--- config.mk ---
export PLATFORM = sky130hd
export DESIGN_NAME = intersection_sequencer
export DESIGN_NICKNAME = d
export VERILOG_FILES = /design/src/rtl/intersection_pkg.sv /design/src/rtl/phase_timer.sv /design/src/rtl/intersection_sequencer.sv
export SDC_FILE = /design/constraint.sdc
export NUM_CORES = 1
export LEC_CHECK = 0
export ABC_CLOCK_PERIOD_IN_PS = 4390
export BUFFER_PORTS_ARGS = -buffer_cell sky130_fd_sc_hd__buf_2
export CAP_MARGIN = 5
export CORE_UTILIZATION = 45
export CTS_CLUSTER_DIAMETER = 60
export DETAILED_ROUTE_END_ITERATION = 10
export PLACE_DENSITY = 0.77
export SETUP_SLACK_MARGIN = 0.02
export SKIP_CTS_REPAIR_TIMING = 1
export SLEW_MARGIN = 20
export SYNTH_ARGS = -nofsm -noshare
export SYNTH_HDL_FRONTEND = slang
export SYNTH_SLANG_ARGS = --single-unit
--- constraint.sdc ---
create_clock -name clk -period 4.39 [get_ports clk]
set_input_delay 0.2195 -clock clk [delete_from_list [all_inputs] [get_ports clk]]
set_output_delay 0.2195 -clock clk [all_outputs]
set_load 0.02 [all_outputs]
--- src/rtl/intersection_pkg.sv ---
// +----------------------------------------------------------------------------+
// | Package  : intersection_pkg                                                |
// | Purpose  : Shared phase encoding, lamp encodings, default phase durations  |
// |            and lamp-decode helpers for the intersection sequencer.         |
// | Revision : 1.0  initial release                                            |
// +----------------------------------------------------------------------------+
`default_nettype none

package intersection_pkg;

  // Phase encoding, in cyclic order of the sequence.
  typedef enum logic [2:0] {
    NS_GREEN  = 3'd0,
    NS_YELLOW = 3'd1,
    AR_NS     = 3'd2,
    EW_GREEN  = 3'd3,
    EW_YELLOW = 3'd4,
    AR_EW     = 3'd5
  } phase_e;

  // Lamp encodings, bit order {red, yellow, green}.
  localparam logic [2:0] LAMP_RED    = 3'b100;
  localparam logic [2:0] LAMP_YELLOW = 3'b010;
  localparam logic [2:0] LAMP_GREEN  = 3'b001;

  // Default durations in cycles.
  localparam int DEF_GREEN_T  = 60;
  localparam int DEF_YELLOW_T = 5;
  localparam int DEF_ALLRED_T = 2;
  localparam int DEF_PED_MIN  = 10;
  localparam int DEF_CNT_W    = 8;

  function automatic logic [2:0] ns_lamp_of(input phase_e p);
    case (p)
      NS_GREEN:  return LAMP_GREEN;
      NS_YELLOW: return LAMP_YELLOW;
      default:   return LAMP_RED;
    endcase
  endfunction

  function automatic logic [2:0] ew_lamp_of(input phase_e p);
    case (p)
      EW_GREEN:  return LAMP_GREEN;
      EW_YELLOW: return LAMP_YELLOW;
      default:   return LAMP_RED;
    endcase
  endfunction

endpackage

`default_nettype wire

--- src/rtl/phase_timer.sv ---
// +----------------------------------------------------------------------------+
// | Module   : phase_timer                                                     |
// | Purpose  : Phase countdown counter. Loads a duration, counts down by one   |
// |            per enabled cycle, holds while frozen, and saturates at 1.      |
// | Ports    : clk, rst_n      - clock, async active-low reset                 |
// |            load, load_val  - load a new count (takes priority)             |
// |            dec             - decrement enable                              |
// |            freeze          - hold the current count                        |
// |            count           - current count                                 |
// |            done            - high when count == 1 (last cycle of phase)    |
// | Revision : 1.0  initial release                                            |
// +----------------------------------------------------------------------------+
`default_nettype none

module phase_timer #(
  parameter int CNT_W     = 8,
  parameter int RESET_VAL = 2
) (
  input  logic             clk,
  input  logic             rst_n,
  input  logic             load,
  input  logic [CNT_W-1:0] load_val,
  input  logic             dec,
  input  logic             freeze,
  output logic [CNT_W-1:0] count,
  output logic             done
);

  localparam logic [CNT_W-1:0] ONE = CNT_W'(1);

  always_ff @(posedge clk or negedge rst_n) begin
    if (!rst_n) begin
      count <= CNT_W'(RESET_VAL);
    end else if (load) begin
      count <= load_val;
    end else if (dec && !freeze && (count > ONE)) begin
      // Saturate at 1 so the count can never wrap through zero.
      count <= count - ONE;
    end
  end

  assign done = (count == ONE);

endmodule

`default_nettype wire

--- src/rtl/intersection_sequencer.sv ---
// +----------------------------------------------------------------------------+
// | Module   : intersection_sequencer                                          |
// | Purpose  : Two-direction traffic light sequencer with pedestrian green     |
// |            shortening and optional emergency pre-emption.                  |
// | Ports    : clk, rst_n          - clock, async active-low reset             |
// |            ped_req[1:0]        - [0] shorten NS green, [1] shorten EW green |
// |            ns_lamp, ew_lamp    - {red,yellow,green}, one-hot, registered   |
// |            walk_ns, walk_ew    - walk indications, registered              |
// |            remaining           - cycles left in the current phase          |
// |            phase               - current phase encoding                    |
// |            emerg_req/emerg_dir - only with EMERGENCY_PREEMPT_EN defined    |
// | Config   : EMERGENCY_PREEMPT_EN adds emergency pre-emption inputs.         |
// | Revision : 1.0  initial release                                            |
// +----------------------------------------------------------------------------+
`default_nettype none

module intersection_sequencer
  import intersection_pkg::*;
#(
  parameter int GREEN_T  = DEF_GREEN_T,
  parameter int YELLOW_T = DEF_YELLOW_T,
  parameter int ALLRED_T = DEF_ALLRED_T,
  parameter int PED_MIN  = DEF_PED_MIN,
  parameter int CNT_W    = DEF_CNT_W
) (
  input  logic             clk,
  input  logic             rst_n,
  input  logic [1:0]       ped_req,
`ifdef EMERGENCY_PREEMPT_EN
  input  logic             emerg_req,
  input  logic             emerg_dir,
`endif
  output logic [2:0]       ns_lamp,
  output logic [2:0]       ew_lamp,
  output logic             walk_ns,
  output logic             walk_ew,
  output logic [CNT_W-1:0] remaining,
  output logic [2:0]       phase
);

  localparam logic [CNT_W-1:0] GREEN_LD  = CNT_W'(GREEN_T);
  localparam logic [CNT_W-1:0] YELLOW_LD = CNT_W'(YELLOW_T);
  localparam logic [CNT_W-1:0] ALLRED_LD = CNT_W'(ALLRED_T);
  localparam logic [CNT_W-1:0] PED_LD    = CNT_W'(PED_MIN);
  // Green length when entered with a pending pedestrian request.
  localparam logic [CNT_W-1:0] SHORT_LD  = (GREEN_T < PED_MIN) ? GREEN_LD : PED_LD;

  phase_e           state, nxt_state;
  logic [1:0]       pending, nxt_pending;
  logic             tmr_load, tmr_freeze, tmr_done;
  logic [CNT_W-1:0] tmr_load_val;

  phase_timer #(
    .CNT_W     (CNT_W),
    .RESET_VAL (ALLRED_T)
  ) u_timer (
    .clk      (clk),
    .rst_n    (rst_n),
    .load     (tmr_load),
    .load_val (tmr_load_val),
    .dec      (1'b1),
    .freeze   (tmr_freeze),
    .count    (remaining),
    .done     (tmr_done)
  );

  always_comb begin
    nxt_state    = state;
    nxt_pending  = pending;
    tmr_load     = 1'b0;
    tmr_load_val = remaining;
    tmr_freeze   = 1'b0;

    // Requests arriving outside their own green are remembered for it.
    if (state != NS_GREEN) nxt_pending[0] = pending[0] | ped_req[0];
    if (state != EW_GREEN) nxt_pending[1] = pending[1] | ped_req[1];

    case (state)
      NS_GREEN: begin
        if (tmr_done) begin
          // Transition wins over a last-cycle request; defer it instead.
          nxt_state      = NS_YELLOW;
          tmr_load       = 1'b1;
          tmr_load_val   = YELLOW_LD;
          nxt_pending[0] = pending[0] | ped_req[0];
        end else if (ped_req[0] && (remaining > PED_LD)) begin
          tmr_load     = 1'b1;
          tmr_load_val = PED_LD;
        end
      end
      NS_YELLOW: begin
        if (tmr_done) begin
          nxt_state    = AR_NS;
          tmr_load     = 1'b1;
          tmr_load_val = ALLRED_LD;
        end
      end
      AR_NS: begin
        if (tmr_done) begin
          nxt_state      = EW_GREEN;
          tmr_load       = 1'b1;
          tmr_load_val   = nxt_pending[1] ? SHORT_LD : GREEN_LD;
          nxt_pending[1] = 1'b0;
        end
      end
      EW_GREEN: begin
        if (tmr_done) begin
          nxt_state      = EW_YELLOW;
          tmr_load       = 1'b1;
          tmr_load_val   = YELLOW_LD;
          nxt_pending[1] = pending[1] | ped_req[1];
        end else if (ped_req[1] && (remaining > PED_LD)) begin
          tmr_load     = 1'b1;
          tmr_load_val = PED_LD;
        end
      end
      EW_YELLOW: begin
        if (tmr_done) begin
          nxt_state    = AR_EW;
          tmr_load     = 1'b1;
          tmr_load_val = ALLRED_LD;
        end
      end
      AR_EW: begin
        if (tmr_done) begin
          nxt_state      = NS_GREEN;
          tmr_load       = 1'b1;
          tmr_load_val   = nxt_pending[0] ? SHORT_LD : GREEN_LD;
          nxt_pending[0] = 1'b0;
        end
      end
      default: begin
        // Unreachable encodings recover through the all-red clearance.
        nxt_state    = AR_EW;
        tmr_load     = 1'b1;
        tmr_load_val = ALLRED_LD;
      end
    endcase

`ifdef EMERGENCY_PREEMPT_EN
    if (emerg_req) begin
      if (state == (emerg_dir ? NS_GREEN : EW_GREEN)) begin
        // Opposing green is cut straight to its yellow.
        nxt_state    = emerg_dir ? NS_YELLOW : EW_YELLOW;
        tmr_load     = 1'b1;
        tmr_load_val = YELLOW_LD;
      end else if (state == (emerg_dir ? EW_GREEN : NS_GREEN)) begin
        // Requested green holds with its count frozen.
        nxt_state              = state;
        tmr_load               = 1'b0;
        tmr_load_val           = remaining;
        tmr_freeze             = 1'b1;
        nxt_pending[emerg_dir] = pending[emerg_dir];
      end
    end
`endif
  end

  always_ff @(posedge clk or negedge rst_n) begin
    if (!rst_n) begin
      state   <= AR_EW;
      pending <= 2'b00;
      ns_lamp <= LAMP_RED;
      ew_lamp <= LAMP_RED;
      walk_ns <= 1'b0;
      walk_ew <= 1'b0;
    end else begin
      state   <= nxt_state;
      pending <= nxt_pending;
      // Decoded from the next state so lamps change with the state register.
      ns_lamp <= ns_lamp_of(nxt_state);
      ew_lamp <= ew_lamp_of(nxt_state);
      walk_ns <= (nxt_state == NS_GREEN);
      walk_ew <= (nxt_state == EW_GREEN);
    end
  end

  assign phase = state;

endmodule

`default_nettype wire

==> results.txt, run 1 <==
Status - finished, final reports clean
Post-place setup slack - 2.210 ns
Least-Margin Pin Slew - 0.4465 ns
CP cell instances - or3b_2, a21oi_1, a21boi_2, or2_2, mux2_2
Antenna violations before repair - 0
WL per Instance - 13.79 um
Fraction of layout cells with a size suffix above 1 - 28.47%
Initial DRC count - 39
Total track usage - 18.88%
Via count - 942
Worst-Skew Late Latency - 0.31 ns
Vias per cell - 5.709
PnR worst setup slack - 2.158 ns
Dpl cells - 160
Worst EP required - 4.64 ns
FP Rows - 17
Synth top area cells - dfrtp_1, dfstp_2, nor2_1
TritonRoute pass-1 iters - 4
Leakage power - 0.6043 nW
CP Launch Type - register
Largest net degree at the start of global routing - 22
Drt total wl - 2275 um
Slowest CP cell - dfrtp_1
Cell Count, Final, Fillers Out - 165
CORE AREA - 0.002297 sq mm
Setup Viol. Count Final - 0
Register area share after synthesis - 46.91%
Top FF cell, synth - dfrtp_1
Vias in the first global route - 872
RSZ-0062 raised after global routing - no
Final Skew - 0.004401 ns
Worst Setup End Kind - register
Seq cells post-synth - 21
R2R Setup Slk - 2.16 ns
Starting density of the core - 49.35%
Avg Inst Size Synth - 9.772 sq um
Post-synth net total - 123
Ant diodes - 0
CTS Buf Count - 3
Die outline height - 52.19 um
MaxCap Viol Count - 0
Synth cell count leaders - dfrtp_1, nor2_1, nand2_1
Worst-path clk slew - 0.12 ns
Setup CP Type - register to register
Leading area contributor after synthesis - dfrtp_1
Synth warn - 0
Root buffer selected by CTS - clkbuf_4
Mapped Cells - 116
DR DRC count - 0
GRT overflow - 0
Area Overhead vs Synth - 13.58%
Worst VDD drop - 0.0003316 V
Maximum clock path buffer count - 2
Filler cells - 198
CP Data Arrival Time - 2.48 ns
Synth async-reset ratio - 100.0%
HPWL Detailed - 1660 um
Worst Hold Class - input port to register
Slew headroom - 70.23%
Die ar. - 0.002724 sq mm
Synth Cell Area - 0.001134 sq mm
Shortest period the worst path allows - 2.232 ns
Post-synth top area share - 35.32%
CTS tree - built
Total power - 0.0008134 W
I/O pin count - 23
First-pass GRT wire length - 3698 um
Final ANT Viol Nets - 0
Power Dens Cells - 631.8 mW/mm^2
CP max stage delay - 0.56 ns
Reg area - 531.8 sq um
Max-slew violations - 0
Period Utilization, post-route - 50.84%
CP max FO - 16
Die Width - 52.19 um
Area of the multi-input gates - 565.5 sq um
# H-tree levels - 1
Nets@finish - 145
Sum Neg Setup Slack - 0 ns
CTS sink count - 21
GPL Wtd Cong - 0.9200
Netlist cell types - 40
Peak Freq - 448.1 MHz
IO buf count - 22
EDFF count, synth - 0
Fin. Hold Viols - 0
placed cells by master (no fill, tap or decap), types with 2 or more instances in the layout:
cell / instances
nor3_1: 6
buf_2: 22
nand2_1: 10
and2_1: 3
nand2b_1: 2
inv_1: 2
xnor2_1: 3
mux2_2: 2
clkbuf_4: 3
o21ai_0: 3
ha_1: 3
nor2b_1: 2
nand3_1: 2
nor4_1: 4
xor2_1: 5
dfrtp_1: 16
nor2_1: 16
a21oi_1: 6
dfstp_2: 5
a211oi_1: 2
and3_1: 2
sequential cells by signal, summed over array words and instances, names as in the netlist:
name           cells
pending            2
ns_lamp            3
ew_lamp            3
walk_ew            1
walk_ns            1
phase              3
u_timer.count      8
stage by stage:
stage	area [sq um]	utilization (%)	hold slack, ns
floorplan	1134	-	-0.07609
global placement	1250	54.41	0.1844
detailed placement	1250	54.41	0.1949
CTS	1277	55.61	-0.1425
global route	1287	56.05	0.1854
finish	1287	56.05	0.1757
layout make-up:
class,count,share of cell area (%)
clock buffers,3,1.749
clock inverters,1,0.3887
inverters,2,0.5831
multi-input cells,87,43.93
flip-flops and latches,21,41.30
well taps,28,2.721
repair buffers,23,9.329
power by group:
group	leakage [nW]	internal (W)	switching [W]
Clock	0.0177	0.0000340	0.0000602
Sequential	0.249	0.000255	0.0000792
Combinational	0.337	0.000164	0.000221
Total	0.604	0.000453	0.000360
logic make-up after synthesis:
group,Yosys count,share of synthesized area [%]
muxes,3,2.870
and+or+nand+nor,53,25.17
buffers and inverters,8,3.200
AOI/OAI and AO/OA,20,12.36
xor gates and xnor gates,8,6.181
adders and majority gates,3,3.312
DFF,21,46.91
path summary, 6_finish.rpt:
path                            startpoint               end  cells past startpoint
worst min register to register  pending[0]        pending[0]                      1
max in group asynchronous            rst_n          phase[2]                      2
worst max-delay path              phase[1]  u_timer.count[1]                      5
worst max register to register    phase[1]  u_timer.count[1]                      5
min in group asynchronous            rst_n  u_timer.count[3]                      2
worst min-delay path            ped_req[0]        pending[0]                      2
worst max-delay path, delay by kind of cell (launching register included):
| family | cells | cell delay, ns |
|---|---|---|
| simple gates | 2 | 0.80 |
| mux | 1 | 0.36 |
| compound gates | 2 | 0.47 |
| flops | 1 | 0.56 |
layer usage:
| metal | routed length (um) | vias up | GRT usage, % |
|---|---|---|---|
| li1 | - | 454 | - |
| met1 | 1010 | 452 | 23.61 |
| met2 | 1116 | 29 | 30.34 |
| met3 | 87 | 7 | 2.899 |
| met4 | 60 | 0 | 11.84 |
| met5 | 0 | - | 0 |
Note: power is estimated with default switching activity, not from simulation.
==> inputs of run 2 (changes only) <==
--- a/config.mk
+++ b/config.mk
@@ -5,13 +5,13 @@
 export SDC_FILE = /design/constraint.sdc
 export NUM_CORES = 1
 export LEC_CHECK = 0
-export ABC_CLOCK_PERIOD_IN_PS = 4390
+export ABC_CLOCK_PERIOD_IN_PS = 2000
 export BUFFER_PORTS_ARGS = -buffer_cell sky130_fd_sc_hd__buf_2
 export CAP_MARGIN = 5
 export CORE_UTILIZATION = 45
 export CTS_CLUSTER_DIAMETER = 60
 export DETAILED_ROUTE_END_ITERATION = 10
-export PLACE_DENSITY = 0.77
+export PLACE_DENSITY = 0.8
 export SETUP_SLACK_MARGIN = 0.02
 export SKIP_CTS_REPAIR_TIMING = 1
 export SLEW_MARGIN = 20
==> constraint.sdc (replaced) <==
create_clock -name clk -period 2 [get_ports clk]
set_input_delay 0.1 -clock clk [delete_from_list [all_inputs] [get_ports clk]]
set_output_delay 0.1 -clock clk [all_outputs]
set_load 0.02 [all_outputs]
==> run 2 against run 1 <==
Net effect:
- cell count increased by 5.5%
- sequential cell count unchanged
- core utilization increased by 3.4 points
- largest power group unchanged
==> results.txt, run 2 (synthesis gave the netlist of run 1 again) <==
Status - finished, final reports clean
Area Overhead vs Synth - 20.42%
Power Dens Cells - 1379 mW/mm^2
RSZ-0062 raised after global routing - no
Leakage power - 0.6434 nW
CTS Buf Count - 3
Via count - 965
IO buf count - 22
Root buffer selected by CTS - clkbuf_4
R2r startpoint - u_timer.count[7]
GPL Wtd Cong - 0.8773
Die Width - 52.19 um
CP Data Arrival Time - 2.14 ns
Worst Reg2Reg Path Length in Cells - 5
Maximum clock path buffer count - 2
Fin. Hold Viols - 0
CTS sink count - 21
Antenna violations before repair - 0
Commonest non-fill, non-tap cells in the layout - buf_2, nor2_1, dfrtp_1
Largest net degree at the start of global routing - 22
Setup CP Type - register to register
CP Launch Type - register
Die outline height - 52.19 um
HPWL Detailed - 1694 um
CORE AREA - 0.002297 sq mm
DR DRC count - 0
FP Rows - 17
Commonest non-fill, non-tap cell in the layout - buf_2
GRT overflow - 0
Least-Margin Pin Slew - 0.4650 ns
Sum Neg Setup Slack - 0 ns
WL per Instance - 13.26 um
Worst Setup End Kind - register
Max-slew violations - 0
Worst EP required - 2.24 ns
CTS tree - built
Period Utilization, post-route - 95.18%
Met3 Use GR - 3.478%
Slew headroom - 69.00%
Vias per cell - 5.546
Busiest grt layer - met2
Die ar. - 0.002724 sq mm
Crit path from - u_timer.count[7]
Largest register FFs - 8
Nets@finish - 154
TritonRoute pass-1 iters - 4
Final Skew - 0.005480 ns
Fraction of layout cells with a size suffix above 1 - 34.93%
Post-Route Utilization - 59.42%
Final ANT Viol Nets - 0
Peak Freq - 525.3 MHz
Ant diodes - 0
CP max FO - 5
Shortest period the worst path allows - 1.904 ns
R2R Setup Slk - 0.1 ns
Critical path destination - u_timer.count[1]
Worst Hold Class - input port to register
Worst-path clk slew - 0.11 ns
Initial DRC count - 20
Vias in the first global route - 924
MaxCap Viol Count - 0
Met2 global-route usage - 31.84%
Critical R2R Capture - u_timer.count[1]
Total track usage - 19.53%
Drt total wl - 2307 um
Setup Viol. Count Final - 0
Worst-Skew Late Latency - 0.30 ns
First-pass GRT wire length - 3891 um
# H-tree levels - 1
Met1 Use GR - 25.19%
Worst VDD drop - 0.0007606 V
Top reg by flops - u_timer.count
I/O pin count - 23
Starting density of the core - 49.35%
run 2: cell count changes in the layout (fill, tap and decap cells not counted):
cell       before  now
clkbuf_1        0    1
a21oi_2         0    1
dfrtp_1        16   14
and3_1          2    1
a21oi_1         6    5
a2111oi_1       0    1
clkinv_2        1    0
or2_4           0    1
and3_2          0    1
or2_2           1    0
buf_4           0    9
dfrtp_2         0    2
a2111oi_0       1    0
run 2: metrics by stage:
stage                     instances  total power, W  hold WS (ns)  instance area, sq um  worst slack, ns
after floorplan                 116        0.001372       -0.1956                  1139          0.02046
after global placement          167        0.001625       0.07296                  1308           0.1254
after detailed placement        167        0.001643       0.08028                  1308          0.07298
after CTS                       171        0.001846       -0.2516                  1334          0.04856
after global routing            174        0.002025       0.08493                  1365          0.01335
final                           174        0.001882       0.09479                  1365          0.09633
run 2: worst min path at each step:
stage / startpoint / depth (start not counted) / slack (ns) / end
floorplan: rst_n / 0 / -0.20 / ew_lamp[0]
global placement: rst_n / 1 / 0.07 / u_timer.count[0]
detailed placement: rst_n / 1 / 0.08 / u_timer.count[0]
CTS: rst_n / 1 / -0.25 / u_timer.count[0]
global route: ped_req[0] / 2 / 0.08 / pending[0]
finish: ped_req[0] / 2 / 0.09 / pending[0]
run 2: critical path, cell delays in order (launching register included):
cell     delay (ns)
dfrtp_2        0.45
nor4_4         0.38
nand3_2        0.17
or3_4          0.40
a22o_1         0.19
mux2_2         0.25
run 2: per-layer routing:
metal  part of all wire (%)  vias up
met5                      0        -
met4                    1.4        0
met3                    5.0        6
met2                     48       32
met1                     46      451
li1                       -      476
run 2: power breakdown:
part | total (W) | leakage [nW] | switching, W | internal, W
Clock | 0.000197 | 0.0150 | 0.000120 | 0.0000776
Combinational | 0.00102 | 0.382 | 0.000561 | 0.000455
Sequential | 0.000669 | 0.246 | 0.000108 | 0.000561
Total | 0.00188 | 0.643 | 0.000789 | 0.00109
run 2: cell type report:
cell class / instances / area [sq um]
clock buffers: 4 / 26.28
fillers: 196 / 932.1
inverters: 2 / 7.507
multi-input cells: 87 / 574.3
flip-flops and latches: 21 / 534.3
well taps: 28 / 35.03
repair buffers: 32 / 187.7
